[config.mk]
export PLATFORM = sky130hd
export DESIGN_NAME = dcache_traffic_gen_flat
export DESIGN_NICKNAME = d
export VERILOG_FILES = /design/src/rtl/dcache_traffic_gen_if.sv /design/src/rtl/dcache_traffic_gen.sv /design/src/flat_wrapper.sv
export SDC_FILE = /design/constraint.sdc
export NUM_CORES = 2
export LEC_CHECK = 0
export BUFFER_PORTS_ARGS = -buffer_cell sky130_fd_sc_hd__buf_2
export CORE_ASPECT_RATIO = 1.25
export CORE_MARGIN = 3
export CORE_UTILIZATION = 25
export CTS_BUF_LIST = sky130_fd_sc_hd__clkbuf_4 sky130_fd_sc_hd__clkbuf_8 sky130_fd_sc_hd__clkbuf_16
export CTS_CLUSTER_SIZE = 28
export DETAILED_ROUTE_END_ITERATION = 8
export SLEW_MARGIN = 20
export SYNTH_ARGS = -nofsm -noshare
export SYNTH_HDL_FRONTEND = slang
export SYNTH_SLANG_ARGS = --single-unit
[constraint.sdc]
create_clock -name clk -period 12.5 [get_ports clk]
set_clock_uncertainty 0.2 [all_clocks]
set_input_delay 2.5 -clock clk [delete_from_list [all_inputs] [get_ports clk]]
set_output_delay 2.5 -clock clk [all_outputs]
set_load 0.005 [all_outputs]
[src/rtl/dcache_traffic_gen_if.sv]
// CPU-side request bus of the data-cache traffic generator, with its configuration and control.
// The master modport is the generator; the slave modport is whoever drives it (bench, SoC harness).
interface dcache_traffic_gen_if #(
  parameter int AW    = 32,
  parameter int DW    = 32,
  parameter int DEPTH = 64
);
  localparam int IW = $clog2(DEPTH);
  localparam int NW = $clog2(DEPTH + 1);

  logic          cfg_we;
  logic [IW-1:0] cfg_idx;
  logic [AW-1:0] cfg_addr;
  logic [DW-1:0] cfg_data;
  logic          cfg_wr;
  logic          start;
  logic [1:0]    mode;
  logic [NW-1:0] num_ops;
  logic          stall;
  logic          mem_read;
  logic          mem_write;
  logic [AW-1:0] address;
  logic [DW-1:0] writedata;
  logic          busy;
  logic          done;
  logic [NW-1:0] ops_issued;

  modport master (
    input  cfg_we, cfg_idx, cfg_addr, cfg_data, cfg_wr,
    input  start, mode, num_ops, stall,
    output mem_read, mem_write, address, writedata,
    output busy, done, ops_issued
  );

  modport slave (
    output cfg_we, cfg_idx, cfg_addr, cfg_data, cfg_wr,
    output start, mode, num_ops, stall,
    input  mem_read, mem_write, address, writedata,
    input  busy, done, ops_issued
  );
endinterface

[src/rtl/dcache_traffic_gen.sv]
// Memory-request stimulus generator for the data-cache CPU port: script table or built-in
// address/data patterns, throttled by stall, with registered strobes and progress reporting.
module dcache_traffic_gen #(
  parameter int AW        = 32,
  parameter int DW        = 32,
  parameter int DEPTH     = 64,
  parameter int BASE_ADDR = 0,
  parameter int STRIDE    = 4,
  parameter int DATA_SEED = 1
) (
  input  logic                 clk,
  input  logic                 reset,
  dcache_traffic_gen_if.master bus,
  output logic [1:0]           state_dbg
);
  localparam int IW = $clog2(DEPTH);
  localparam int NW = $clog2(DEPTH + 1);
  localparam logic [AW-1:0] BASE_A  = AW'(BASE_ADDR);
  localparam logic [AW-1:0] STEP_A  = AW'(STRIDE);
  localparam logic [DW-1:0] SEED_D  = DW'(DATA_SEED);
  localparam logic [NW-1:0] DEPTH_N = NW'(DEPTH);

  typedef enum logic [1:0] {S_IDLE, S_ISSUE, S_WAIT, S_FIN} state_t;
  typedef enum logic [1:0] {M_SCRIPT, M_SEQ_RD, M_SEQ_WR, M_WR_THEN_RD} mode_t;

  state_t        state, state_nxt;
  mode_t         mode_q;
  logic [NW-1:0] num_q;
  logic [NW-1:0] idx;
  logic [NW-1:0] num_clamped;
  logic [NW-1:0] pair_idx;
  logic          latch_run;
  logic          issue;

  logic [AW-1:0]    tbl_addr [DEPTH];
  logic [DW-1:0]    tbl_data [DEPTH];
  logic [DEPTH-1:0] tbl_wr;

  logic          op_wr;
  logic [AW-1:0] op_addr;
  logic [DW-1:0] op_data;

  assign state_dbg   = state;
  assign num_clamped = (bus.num_ops > DEPTH_N) ? DEPTH_N : bus.num_ops;
  assign pair_idx    = idx >> 1;

  // Script table has no reset so a loaded script survives a reset-abort.
  always_ff @(posedge clk) begin
    if (!reset && bus.cfg_we && !bus.busy) begin
      tbl_addr[bus.cfg_idx] <= bus.cfg_addr;
      tbl_data[bus.cfg_idx] <= bus.cfg_data;
      tbl_wr[bus.cfg_idx]   <= bus.cfg_wr;
    end
  end

  // Operation descriptor for op number idx in the latched mode.
  always_comb begin
    op_wr   = 1'b0;
    op_addr = '0;
    op_data = '0;
    unique case (mode_q)
      M_SCRIPT: begin
        op_wr   = tbl_wr[idx[IW-1:0]];
        op_addr = tbl_addr[idx[IW-1:0]];
        op_data = tbl_data[idx[IW-1:0]];
      end
      M_SEQ_RD: begin
        op_wr   = 1'b0;
        op_addr = BASE_A + AW'(idx) * STEP_A;
      end
      M_SEQ_WR: begin
        op_wr   = 1'b1;
        op_addr = BASE_A + AW'(idx) * STEP_A;
        op_data = SEED_D + DW'(idx);
      end
      M_WR_THEN_RD: begin
        op_wr   = ~idx[0];
        op_addr = BASE_A + AW'(pair_idx) * STEP_A;
        op_data = SEED_D + DW'(pair_idx);
      end
      default: begin
        op_wr = 1'b0;
      end
    endcase
  end

  // Request bus: a strobe (mem_read or mem_write, never both) is high for exactly one cycle
  // per op and carries address/writedata in that same cycle; there is no acceptance signal --
  // stall=1 means the cache cannot take a request, and no strobe is launched while it is high.
  // address holds between strobes; writedata moves only on a write strobe.
  always_comb begin
    state_nxt = state;
    latch_run = 1'b0;
    issue     = 1'b0;
    unique case (state)
      S_IDLE: begin
        if (bus.start) begin
          latch_run = 1'b1;
          state_nxt = (num_clamped == '0) ? S_FIN : S_ISSUE;
        end
      end
      S_ISSUE: begin
        if (!bus.stall) begin
          issue     = 1'b1;
          state_nxt = S_WAIT;
        end
      end
      S_WAIT: begin
        if (!bus.stall) begin
          state_nxt = (idx == num_q) ? S_FIN : S_ISSUE;
        end
      end
      S_FIN: begin
        state_nxt = S_IDLE;
      end
      default: begin
        state_nxt = S_IDLE;
      end
    endcase
  end

  // Outputs are registered from the next-state decision so they line up with the state register.
  always_ff @(posedge clk) begin
    if (reset) begin
      state          <= S_IDLE;
      mode_q         <= M_SCRIPT;
      num_q          <= '0;
      idx            <= '0;
      bus.mem_read   <= 1'b0;
      bus.mem_write  <= 1'b0;
      bus.address    <= '0;
      bus.writedata  <= '0;
      bus.busy       <= 1'b0;
      bus.done       <= 1'b0;
      bus.ops_issued <= '0;
    end else begin
      state         <= state_nxt;
      bus.mem_read  <= issue & ~op_wr;
      bus.mem_write <= issue & op_wr;
      bus.busy      <= (state_nxt == S_ISSUE) || (state_nxt == S_WAIT);
      bus.done      <= (state_nxt == S_FIN);
      if (latch_run) begin
        mode_q         <= mode_t'(bus.mode);
        num_q          <= num_clamped;
        idx            <= '0;
        bus.ops_issued <= '0;
      end
      if (issue) begin
        bus.address    <= op_addr;
        idx            <= idx + NW'(1);
        bus.ops_issued <= bus.ops_issued + NW'(1);
        if (op_wr) begin
          bus.writedata <= op_data;
        end
      end
    end
  end

  strobe_exclusive_a: assert property (@(posedge clk) !(bus.mem_read && bus.mem_write));
endmodule
[src/flat_wrapper.sv]
// flat-port wrapper written by rule: the top's interface ports become plain ports
module dcache_traffic_gen_flat 
#(
  parameter int AW        = 32,
  parameter int DW        = 32,
  parameter int DEPTH     = 64,
  parameter int BASE_ADDR = 0,
  parameter int STRIDE    = 4,
  parameter int DATA_SEED = 1
)
  (clk, reset, state_dbg, bus_cfg_we, bus_cfg_idx, bus_cfg_addr, bus_cfg_data, bus_cfg_wr, bus_start, bus_mode, bus_num_ops, bus_stall, bus_mem_read, bus_mem_write, bus_address, bus_writedata, bus_busy, bus_done, bus_ops_issued);
  dcache_traffic_gen_if #(.AW(AW), .DW(DW), .DEPTH(DEPTH)) bus_i ();
  input  logic clk;
  input  logic reset;
  output logic [1:0] state_dbg;
  input wire logic [$bits(bus_i.cfg_we)-1:0] bus_cfg_we;
  input wire logic [$bits(bus_i.cfg_idx)-1:0] bus_cfg_idx;
  input wire logic [$bits(bus_i.cfg_addr)-1:0] bus_cfg_addr;
  input wire logic [$bits(bus_i.cfg_data)-1:0] bus_cfg_data;
  input wire logic [$bits(bus_i.cfg_wr)-1:0] bus_cfg_wr;
  input wire logic [$bits(bus_i.start)-1:0] bus_start;
  input wire logic [$bits(bus_i.mode)-1:0] bus_mode;
  input wire logic [$bits(bus_i.num_ops)-1:0] bus_num_ops;
  input wire logic [$bits(bus_i.stall)-1:0] bus_stall;
  output wire logic [$bits(bus_i.mem_read)-1:0] bus_mem_read;
  output wire logic [$bits(bus_i.mem_write)-1:0] bus_mem_write;
  output wire logic [$bits(bus_i.address)-1:0] bus_address;
  output wire logic [$bits(bus_i.writedata)-1:0] bus_writedata;
  output wire logic [$bits(bus_i.busy)-1:0] bus_busy;
  output wire logic [$bits(bus_i.done)-1:0] bus_done;
  output wire logic [$bits(bus_i.ops_issued)-1:0] bus_ops_issued;
  assign bus_i.cfg_we = bus_cfg_we;
  assign bus_i.cfg_idx = bus_cfg_idx;
  assign bus_i.cfg_addr = bus_cfg_addr;
  assign bus_i.cfg_data = bus_cfg_data;
  assign bus_i.cfg_wr = bus_cfg_wr;
  assign bus_i.start = bus_start;
  assign bus_i.mode = bus_mode;
  assign bus_i.num_ops = bus_num_ops;
  assign bus_i.stall = bus_stall;
  assign bus_mem_read = bus_i.mem_read;
  assign bus_mem_write = bus_i.mem_write;
  assign bus_address = bus_i.address;
  assign bus_writedata = bus_i.writedata;
  assign bus_busy = bus_i.busy;
  assign bus_done = bus_i.done;
  assign bus_ops_issued = bus_i.ops_issued;
  dcache_traffic_gen #(.AW(AW), .DW(DW), .DEPTH(DEPTH), .BASE_ADDR(BASE_ADDR), .STRIDE(STRIDE), .DATA_SEED(DATA_SEED)) u_core (.clk(clk), .reset(reset), .bus(bus_i), .state_dbg(state_dbg));
endmodule
==> flow_summary.ini <==
[clock_tree]
clk_pin_slew_ns = 0.07
cts_max_path_buffers = 4
htree_levels = 5
cts_hold_buffers = 0
clkSinkCount = 4259
clock_latency_ns = 0.96
cts_tree = yes
cts_inserted_buffers = 363
cts_resized = 0
root_buffer = clkbuf_16
post_cts_buffers = 0

[logic_synthesis]
synthCells = 6845
synth_top_area_share_pct = 77.36
yosysWarnings = 0
synth_cell_types = 70
ys.flop_type = edfxtp_1
yosysMostFrequentCell = edfxtp_1
ys_top_cells_by_count = edfxtp_1 (4,160), mux4_2 (1,139), a22oi_1 (236), clkbuf_1 (155), a21oi_1 (145)
synth_edf_count = 4160
synthTopCellsByArea = edfxtp_1 (77%), mux4_2 (16%), dfxtp_1 (1.2%)
synth_seq_cells = 4259
syn_avg_cell_area_um2 = 23.59
synth_area_leader_cell = edfxtp_1
synth_seq_area_share_pct = 78.59
synth_area_mm2 = 0.1615
synth.net_count = 6938
postSynth.asyncResetShare_pct = 0

[timing]
hold_viol = 0
rsz0062_at_grt = no
setup_viol = 0
maxSlewViolCount = 0
fin_crit_ns = 6.076
tightest_slew_ns = 1.165
slew_headroom_pct = 22.30
period_share_pct = 48.61
fin_tns_setup_ns = 0
fmax_mhz = 164.6

[routing]
drt_iter0_drc = 10400
wl_per_cell_um = 28.90
first_pass_iters = 8
route.detailed.drc = 0
vias = 76520
antenna_left = 0
routed_wl_um = 466700
post_drt_via_cell_ratio = 4.739

[global_route]
grt-ovfl-total = 0
grtUsageTotal_pct = 13.72
antenna_found_initial = 60
grt_pass1_wl_um = 642800
grt_max_degree = 118
grt_pass1_vias = 77370

[critical_path]
endpoint_kind = flip-flop
reg2reg_to = u_core.bus.address[8]
critPathMaxFanout = 42
critPathArrivalTime_ns = 6.42
ff2ff_setup_slack_ns = 7.14
r2r_cells = 8
crit_type = input pin to flip-flop
cp-start-kind = input pin
worstPathRequired_ns = 12.84
startpoint = reset
cp-endpoint = u_core.tbl_addr[33][18]

[placed_design]
post-dp-hpwl_um = 288600
routabilityCongestion = 0.8629
port_buffers = 161
dp_cells = 15480

[floorplan]
die_h_um = 904.5
die_w_um = 724.8
start_util_pct = 25.11
io_pins = 162
fp.coreArea_mm2 = 0.6430
die_area_mm2 = 0.6556
row_count = 329

[cells_and_area]
drive_gt1_share_pct = 29.95
utilization_pct = 28.97
fillers = 62050
layout.cells.non_filler = 16150
syn2layout_area_growth_pct = 15.36
final_nets = 7328

[power_and_ir_drop]
cellPowerDensity_mw_per_mm2 = 153.2
power.total_w = 0.02854
leakagePower_nw = 54.55
ir_drop_mv = 0.1204

[worst_hold_path]
hold_class = flip-flop to flip-flop

[run_status]
status = finished clean

[flow_run]
max_cap_violations = 0
-- layer usage --
metal	up-vias	GRT usage [%]	wire (um)
li1	30290	-	-
met5	-	0	195
met3	723	2.766	37940
met4	32	4.806	18030
met1	41830	16.57	170300
met2	3650	24.27	240300
-- layout make-up --
class / count / area, um^2 / share of cell area [%]
Clock inverter: 218 / 2439 / 1.309
Multi-Input combinational cell: 2192 / 33330 / 17.89
Inverter: 12 / 45.04 / 0.02418
Timing Repair Buffer: 407 / 2835 / 1.522
Sequential cell: 4259 / 126900 / 68.14
Antenna cell: 10 / 25.02 / 0.01343
Clock buffer: 444 / 9913 / 5.322
Tap cell: 8606 / 10770 / 5.780
-- worst max-delay path, stage by stage --
cell and delay (ns):
buf_2 0.11, buf_4 0.26, nor4bb_2 0.77, nand2_1 0.87, nor2_4 0.98, buf_4 0.82
-- worst min-delay path by stage --
stage	start	endpoint	slack [ns]	cells past startpoint
global route	u_core.bus.address[1]	u_core.bus.address[1]	0.27	1
CTS	u_core.bus.address[0]	u_core.bus.address[0]	0.26	1
global placement	u_core.bus.address[10]	u_core.bus.address[10]	0.24	1
floorplan	u_core.num_q[1]	u_core.num_q[1]	0.24	2
finish	u_core.bus.address[0]	u_core.bus.address[0]	0.26	1
detailed placement	u_core.bus.address[0]	u_core.bus.address[0]	0.23	1
-- stage by stage --
step | setup slack [ns] | hold WS (ns) | area [um^2]
after floorplan | 5.742 | 0.2436 | 161500
after global placement | 4.712 | 0.2439 | 173800
after detailed placement | 5.418 | 0.2339 | 173900
after CTS | 6.432 | 0.2583 | 186200
after global routing | 6.305 | 0.2666 | 186300
final | 6.424 | 0.2554 | 186300
-- cell usage in the layout, fill, tap and decap left out, types with 8 or more instances in the layout --
master,n
a211oi_1,12
a21o_1,28
a21oi_1,145
a221oi_1,12
a22o_1,9
a22oi_1,236
a31oi_1,9
buf_12,10
buf_2,146
buf_4,250
bufinv_16,46
clkbuf_16,371
clkbuf_4,60
clkbuf_8,13
clkinv_1,61
clkinv_2,56
clkinvlp_4,29
dfxtp_1,92
diode_2,10
edfxtp_1,4160
ha_1,8
inv_1,10
inv_6,8
mux2i_1,125
mux4_2,1139
nand2_1,97
nand3_1,23
nand3b_1,13
nand4_1,9
nor2_1,32
nor2_4,67
nor2b_1,16
nor3_1,13
o21ai_0,13
o22ai_1,30
o41ai_1,25
or3_1,9
-- cells by family after synthesis --
family          after synthesis  share of synthesized area [%]
fa+ha+maj                     8                        0.06199
compound gates              579                          2.509
flops                      4259                          78.59
xor+xnor                     13                        0.07051
mux                        1272                          16.72
buf+inv                     394                          1.127
simple gates                320                         0.9182
-- where the power goes --
group          switching, W  internal [W]
registers         0.0000253        0.0157
clock network       0.00517       0.00663
logic              0.000669      0.000345
total               0.00587        0.0227
-- flip-flops by register name, summed over array words and instances (netlist names), 2 cells and up, named ones only --
| name | flops |
|---|---|
| u_core.mode_q | 2 |
| u_core.bus.address | 32 |
| u_core.tbl_addr | 2048 |
| u_core.bus.writedata | 32 |
| u_core.tbl_data | 2048 |
| u_core.idx | 7 |
| u_core.num_q | 7 |
| u_core.tbl_wr | 64 |
| u_core.bus.ops_issued | 7 |
| u_core.state_dbg | 2 |
No activity file was read; power rests on OpenSTA's default activity.
